==> config.mk <==
export PLATFORM = sky130hd
export DESIGN_NAME = uart_rx_ahb_fifo
export DESIGN_NICKNAME = d
export VERILOG_FILES = /design/src/rtl/uart_rx_ahb_fifo.sv
export SDC_FILE = /design/constraint.sdc
export NUM_CORES = 1
export LEC_CHECK = 0
export BUFFER_PORTS_ARGS = -buffer_cell sky130_fd_sc_hd__buf_4
export CAP_MARGIN = 20
export CORE_UTILIZATION = 45
export CTS_BUF_LIST = sky130_fd_sc_hd__clkbuf_16
export DETAILED_ROUTE_END_ITERATION = 7
export GPL_TIMING_DRIVEN = 0
export MAX_ROUTING_LAYER = met4
export PLACE_DENSITY = 0.71
export SLEW_MARGIN = 20
export SYNTH_ARGS = -nofsm -noshare
export SYNTH_HDL_FRONTEND = slang
export SYNTH_SLANG_ARGS = --single-unit
==> constraint.sdc <==
create_clock -name HCLK -period 8.2 [get_ports HCLK]
set_input_delay 0.82 -clock HCLK [delete_from_list [all_inputs] [get_ports HCLK]]
set_output_delay 0.82 -clock HCLK [all_outputs]
set_load 0.01 [all_outputs]
==> src/rtl/uart_rx_ahb_fifo.sv <==
// AHB-Lite MMIO slave that buffers UART receive bytes in a FIFO and raises an
// interrupt when the fill level reaches a programmable threshold or bytes were lost.
module uart_rx_ahb_fifo #(
  parameter int DEPTH_LOG2 = 4,
  parameter int THRESH_RST = 1
) (
  input  logic        HCLK,
  input  logic        HRESETN,
  input  logic [7:0]  RX_DATA,
  input  logic        RX_VALID,
  input  logic        HSEL,
  input  logic [3:0]  HADDR,
  input  logic [1:0]  HTRANS,
  input  logic        HWRITE,
  input  logic [2:0]  HSIZE,
  input  logic [31:0] HWDATA,
  input  logic        HREADY,
  output logic        HREADYOUT,
  output logic [1:0]  HRESP,
  output logic [31:0] HRDATA,
  output logic        IRQ
);

  localparam int DEPTH = 1 << DEPTH_LOG2;
  localparam int CW    = DEPTH_LOG2 + 1;

  localparam logic [1:0] REG_DATA   = 2'd0;
  localparam logic [1:0] REG_STATUS = 2'd1;
  localparam logic [1:0] REG_CTRL   = 2'd2;
  localparam logic [1:0] REG_CLEAR  = 2'd3;

  logic [7:0]            mem [DEPTH];
  logic [DEPTH_LOG2-1:0] wr_ptr;
  logic [DEPTH_LOG2-1:0] rd_ptr;
  logic [CW-1:0]         count;
  logic [CW-1:0]         threshold;
  logic [CW-1:0]         thresh_eff;
  logic                  overflow;
  logic                  irq_en;
  logic                  wr_pending;
  logic [1:0]            wr_sel;

  logic        rd_req;
  logic        wr_req;
  logic        empty;
  logic        full;
  logic        pop;
  logic        push;
  logic        flush;
  logic        ovf_set;
  logic        ovf_clr;
  logic        ctrl_wr;
  logic [31:0] status_word;
  logic [31:0] ctrl_word;
  logic [31:0] rd_word;
  logic        unused_inputs;

  assign HREADYOUT = 1'b1;
  assign HRESP     = 2'b00;

  assign unused_inputs = ^{HSIZE, HADDR[1:0], HTRANS[0], HWDATA};

  assign rd_req = HSEL & HTRANS[1] & HREADY & ~HWRITE;
  assign wr_req = HSEL & HTRANS[1] & HREADY & HWRITE;
  assign empty  = (count == '0);
  assign full   = (count == CW'(DEPTH));
  assign pop    = rd_req & (HADDR[3:2] == REG_DATA) & ~empty;

  // Data-phase write effects; a pop frees a slot so a push at full still lands.
  assign ctrl_wr = wr_pending & (wr_sel == REG_CTRL);
  assign flush   = wr_pending & (wr_sel == REG_CLEAR) & HWDATA[1];
  assign ovf_clr = wr_pending & (wr_sel == REG_CLEAR) & HWDATA[0];
  assign push    = RX_VALID & (~full | pop) & ~flush;
  assign ovf_set = RX_VALID & full & ~pop;

  assign thresh_eff = (threshold == '0) ? CW'(1) : threshold;

  always_comb begin
    status_word          = '0;
    status_word[8 +: CW] = count;
    status_word[2]       = overflow;
    status_word[1]       = full;
    status_word[0]       = ~empty;
  end

  always_comb begin
    ctrl_word          = '0;
    ctrl_word[8 +: CW] = threshold;
    ctrl_word[0]       = irq_en;
  end

  always_comb begin
    rd_word = '0;
    case (HADDR[3:2])
      REG_DATA:   rd_word = empty ? 32'h0 : {23'b0, 1'b1, mem[rd_ptr]};
      REG_STATUS: rd_word = status_word;
      REG_CTRL:   rd_word = ctrl_word;
      default:    rd_word = '0;
    endcase
  end

  always_ff @(posedge HCLK) begin
    if (push) begin
      mem[wr_ptr] <= RX_DATA;
    end
  end

  always_ff @(posedge HCLK) begin
    if (!HRESETN) begin
      wr_ptr <= '0;
      rd_ptr <= '0;
      count  <= '0;
    end else if (flush) begin
      wr_ptr <= '0;
      rd_ptr <= '0;
      count  <= '0;
    end else begin
      if (push) begin
        wr_ptr <= wr_ptr + 1'b1;
      end
      if (pop) begin
        rd_ptr <= rd_ptr + 1'b1;
      end
      case ({push, pop})
        2'b10:   count <= count + 1'b1;
        2'b01:   count <= count - 1'b1;
        default: count <= count;
      endcase
    end
  end

  // A lost byte in the same cycle as a software clear keeps the flag set.
  always_ff @(posedge HCLK) begin
    if (!HRESETN) begin
      overflow <= 1'b0;
    end else if (ovf_set) begin
      overflow <= 1'b1;
    end else if (ovf_clr) begin
      overflow <= 1'b0;
    end
  end

  always_ff @(posedge HCLK) begin
    if (!HRESETN) begin
      wr_pending <= 1'b0;
      wr_sel     <= 2'b00;
      irq_en     <= 1'b0;
      threshold  <= CW'(THRESH_RST);
    end else begin
      wr_pending <= wr_req;
      wr_sel     <= HADDR[3:2];
      if (ctrl_wr) begin
        irq_en    <= HWDATA[0];
        threshold <= HWDATA[8 +: CW];
      end
    end
  end

  always_ff @(posedge HCLK) begin
    if (!HRESETN) begin
      HRDATA <= '0;
      IRQ    <= 1'b0;
    end else begin
      if (rd_req) begin
        HRDATA <= rd_word;
      end
      IRQ <= irq_en & ((count >= thresh_eff) | overflow);
    end
  end

endmodule

# Yosys cells after proc, flatten, opt, wreduce, memory -nomap -nowiden
# Memories as Yosys holds them, arrays and structs flattened. A register that Yosys moved wholly into a read port is not among the register bits.
# Cells that the tools add are included.
# classes
addsub	4
n_mul	0
div_mod_pow	0
magnitude_cmp	1
eq_ne	7
shift	0
muxes	10
n_bitwise	23
reduce_logical	6
# op_table
operator	count
one-hot mux 13 bit (3 select lines)	1
AND 1 bit	15
logical NOT 5 bit	2
one-hot mux 5 bit (2 select lines)	1
two-way mux 9 bit	1
adder 4 x 1 -> 4 bit (second input constant)	2
== test 2 bit (second input constant)	4
two-way mux 4 bit	2
NOT 1 bit	6
adder 5 x 1 -> 5 bit (second input constant)	1
== test 5 bit (second input constant)	1
>= comparator 5 bit	1
two-way mux 5 bit	1
subtractor 5 x 1 -> 5 bit (second input constant)	1
== test 2 x 1 -> 1 bit (second input constant)	2
two-way mux 1 bit	4
nonzero test 2 bit	2
logical NOT 2 bit	1
bitwise OR 1 bit	2
OR reduction 2 bit	1
# word_totals
reg_bits	56
latchBits	0
ram_bits	128
rom_bits	0
wordCells	62
memories	1
# mem_list
name	words	word_bits	rd	rd_ports_with_merged_regs	wr	line	source
mem	16	8	1	1	1	32	logic [7:0] mem [DEPTH];

# Longest topological paths before layout
# logic_depth
ltp_word	10
depth_mapped	14
mapped_depth_nobuf	12

# Worst setup path before layout
# No wires, ideal clock.
# synth_path
path_type	input-to-reg
startpoint	in HADDR[3]
endpoint	reg count[4]
setup_time_ns	0.122
t_arrival_ns	3.241
slack_ns	4.837
cell_stages	13
path_buffers	2
cell_sequence	clkbuf_1 -> o311ai_2 -> and3_1 -> inv_2 -> ha_1 -> clkbuf_1 -> xor2_1 -> ha_1 -> a21oi_1 -> o22ai_1 -> a222oi_1 -> or3_1 -> a21oi_1
# synth_via
elab_chain_len	8
# synth_lines
item	line	source
from (decl)	12	input logic [3:0] HADDR,
logical NOT 2 bit (*)	67	assign pop = rd_req & (HADDR[3:2] == REG_DATA) & ~empty;
AND 1 bit (*) (2 in a row)	67	
bitwise OR 1 bit	73	assign push = RX_VALID & (~full | pop) & ~flush;
AND 1 bit (2 in a row)	73	
== test 2 x 1 -> 1 bit or == test 2 bit (tied branches)	124	case ({push, pop})
one-hot mux 5 bit (2 select lines) or nonzero test 2 bit (tied branches)	-	
to (signal assigned)	125	2'b10: count <= count + 1'b1;
to (signal assigned)	126	2'b01: count <= count - 1'b1;
to (signal assigned)	127	default: count <= count;
to (decl)	35	logic [CW-1:0] count;
# Mark *: on every way between the ends. The rest lies on a longest branch, timed or not.
# A chain may end at the register's enable or synchronous reset.

# Worst setup path after layout
# layout_path
startpoint	reg count[1]
endpoint	reg count[4]
# layout_via
elab_chain_len	8
# layout_lines
item	line	source
logical NOT 5 bit	65	assign empty = (count == '0);
NOT 1 bit	67	
AND 1 bit	67	
bitwise OR 1 bit	73	
AND 1 bit (2 in a row)	73	
== test 2 x 1 -> 1 bit or == test 2 bit (tied branches)	124	
one-hot mux 5 bit (2 select lines) or nonzero test 2 bit (tied branches)	-	
# Parallel ways exist; a longest one is shown, timed or not.

==> metrics.cfg <==
[yosys]
netlist_top_cells_area=edfxtp_1 (55%), dfxtp_1 (12%), mux4_2 (10%)
synth_top_family_by_area=multiplexers
yosysTopAreaCellShare_pct=54.8
synth.distinct_cells=51
yosys_warnings=0
synth_xor_area_share_pct=1.25
netlist_instances=452
synthSimpleGateAreaFrac_pct=6.71
synth_fa_ha_area_share_pct=2.32
ys_seq_area_share_pct=66.5
async_flop_share_pct=0
yosysMostFrequentCell=edfxtp_1
muxShareOfSynthArea_pct=11.6
syn_avg_cell_area_um2=15.5
synth_seq_cells=169
synth_ff_type=edfxtp_1
synth_commonest_cells=edfxtp_1 (128), dfxtp_1 (41), nor2_1 (36), mux4_2 (32), buf_4 (23)
synth_compound_area_share_pct=7.19
synth_edf_count=128
synth_top_area_cell=edfxtp_1
syn_area_um2=7010

[route]
num_vias=3954
post_drt_wl_per_cell_um=19.2
ant_nets=0
drt-initial-drc-count=353
avgViaCountPerCell=5.42
dr.pass1.iters=6
wirelength_um=14000
drc=0

[sta]
slew_headroom_pct=37.9
maxSlewViolCount=0
final.setup.tns_ns=0
fin_skew_ns=0.00840
final-setup-viol-count=0
fin_crit_sh_pct=42.5
min_period_ns=3.48
worst_slew_pin_slew_ns=0.927
hold_viol=0
fmax_mhz=287
rsz0062_at_grt=no

[power_and_ir_drop]
finalPower_mw=1.76
power_density_nw_per_um2=216
power.leakage_nw=2.92
vdd_ir_drop_max_v=0.000188

[global_routing]
antenna_found_initial=0
grt_pass1_wl_um=21500
grt_use_total_pct=19.3
grt_overflow=0
grt_max_degree=17
grt_pass1_vias=3886

[worst_setup_path]
cp.required_ns=8.52
critical_path_buf_inv_count=3
worst-setup-path-type=reg -> reg
cp_top_family=compound AO/OA/AOI/OAI gates
cp_max_fo=8
crit_arrival_ns=3.80
setup.worst_path.start_class=register
cp-end-kind=register
cp_slowest_cell=nor4_4
crit_chain=buf_2, nor4_4, o311ai_2, and3_1, inv_2, ha_1, clkbuf_1, xor2_1, ha_1, a21oi_1, o22ai_1, a222oi_1, or3_1, a21oi_1
cpPeakStageDelay_ns=0.51

[clocking]
cts_num_sinks=169
cts_made_buffers=17
cts_resized=0
cts_setup_buffers=0
cts_tree=built
worstSkewPairLatency_ns=0.43
cts_hold_buffers=0
clkTransAtPathRegs_ns=0.06
cts-root-buf=clkbuf_16
cts_buffer_depth=2
cts_max_level=4

[die]
io_pins=91
die_h_um=127
die_w_um=127
core_um2=15200
design.die.area_um2=16100
rows=45
start_util_pct=46.1

[placement]
port_buffers=35
dpl.hpwl_um=9250
gp_congestion=0.813

[flow_run]
cap_violations=0

[layout]
n_antenna_cell=0
regArea_um2=4660
multi_input_area_um2=2140
nNetsFinal=596
area_delta_synth_final_pct=16.4
drive_above_1_share_pct=25.3
n_fill_cell=1223

[outcome]
status=finished clean

[hold_path]
min_path_type=reg -> reg

==> power breakdown <==
group	leakage (nW)	internal, mW	switching [mW]
clock network	0.280	0.413	0.326
registers	1.49	0.931	0.00592
logic	1.15	0.0352	0.0510
total	2.92	1.38	0.383
==> layout make-up <==
class | instances | share of cell area [%]
Multi-Input combinational cell | 247 | 26.2
Tap cell | 188 | 2.88
Buffer | 44 | 3.19
Timing Repair Buffer | 37 | 3.40
Sequential cell | 169 | 57.1
Inverter | 12 | 0.552
Clock buffer | 17 | 5.21
Clock inverter | 15 | 1.44
==> through the flow <==
| step | hold slack (ns) | utilization (%) | std cells | worst slack, ns | instance area (um^2) |
|---|---|---|---|---|---|
| global placement | 0.465 | 49.9 | 695 | 4.49 | 7590 |
| finish | 0.482 | 53.7 | 729 | 4.72 | 8170 |
| global route | 0.523 | 53.7 | 729 | 4.46 | 8170 |
| CTS | 0.484 | 53.7 | 729 | 4.73 | 8170 |
| detailed placement | 0.469 | 50.1 | 697 | 4.38 | 7620 |
| floorplan | 0.460 | - | 472 | 4.84 | 7090 |
==> final timing paths <==
kind                            startpoint        end  slack, ns  depth (start not counted)
worst max register to register    count[1]   count[4]       4.72                         14
worst max-delay path              count[1]   count[4]       4.72                         14
worst min-delay path             HRDATA[4]  HRDATA[4]       0.48                          1
worst min register to register   HRDATA[4]  HRDATA[4]       0.48                          1
==> placed cells by master (no fill, tap or decap), drive strengths merged, types with 5 or more instances in the layout <==
cell,Yosys,final
xor2,7,7
ha,13,13
a22oi,13,13
buf,30,67
clkbuf,14,31
nor2,36,36
nand2,14,14
a31oi,5,5
nor2b,6,6
mux2i,8,8
a21oi,15,15
inv,12,19
dfxtp,41,41
nor3,12,12
a31o,5,5
edfxtp,128,128
conb,2,22
clkinv,0,5
mux4,32,32
o21ai,9,9
==> worst reg2reg max path: stages (launching register included) <==
cell	delay, ns
dfxtp_1	0.31
buf_2	0.18
nor4_4	0.51
o311ai_2	0.26
and3_1	0.30
inv_2	0.07
ha_1	0.13
clkbuf_1	0.26
xor2_1	0.11
ha_1	0.19
a21oi_1	0.26
o22ai_1	0.13
a222oi_1	0.43
or3_1	0.17
a21oi_1	0.06
==> routing by layer <==
metal | vias up | routed length, um | GRT usage [%] | share of wire (%)
li1 | 1852 | - | - | -
met1 | 1936 | 5860 | 23.4 | 42
met2 | 144 | 7020 | 31.1 | 50
met3 | 22 | 853 | 5.15 | 6.1
met4 | 0 | 256 | 7.35 | 1.8
met5 | - | 0 | - | 0
==> registers in the layout, indices dropped and copies added, names as in the netlist, named ones only <==
| name | flops |
|---|---|
| overflow | 1 |
| wr_pending | 1 |
| count | 5 |
| IRQ | 1 |
| wr_sel | 2 |
| mem | 128 |
| threshold | 5 |
| wr_ptr | 4 |
| irq_en | 1 |
| HRDATA | 13 |
| rd_ptr | 4 |
==> cell families after synthesis <==
| kind of cell | Yosys count |
|---|---|
| simple gates | 92 |
| xor+xnor | 10 |
| other cells | 2 |
| fa+ha+maj | 13 |
| flops | 169 |
| mux | 41 |
| buf+inv | 56 |
| compound gates | 69 |
No activity file was read; power rests on OpenSTA's default activity.
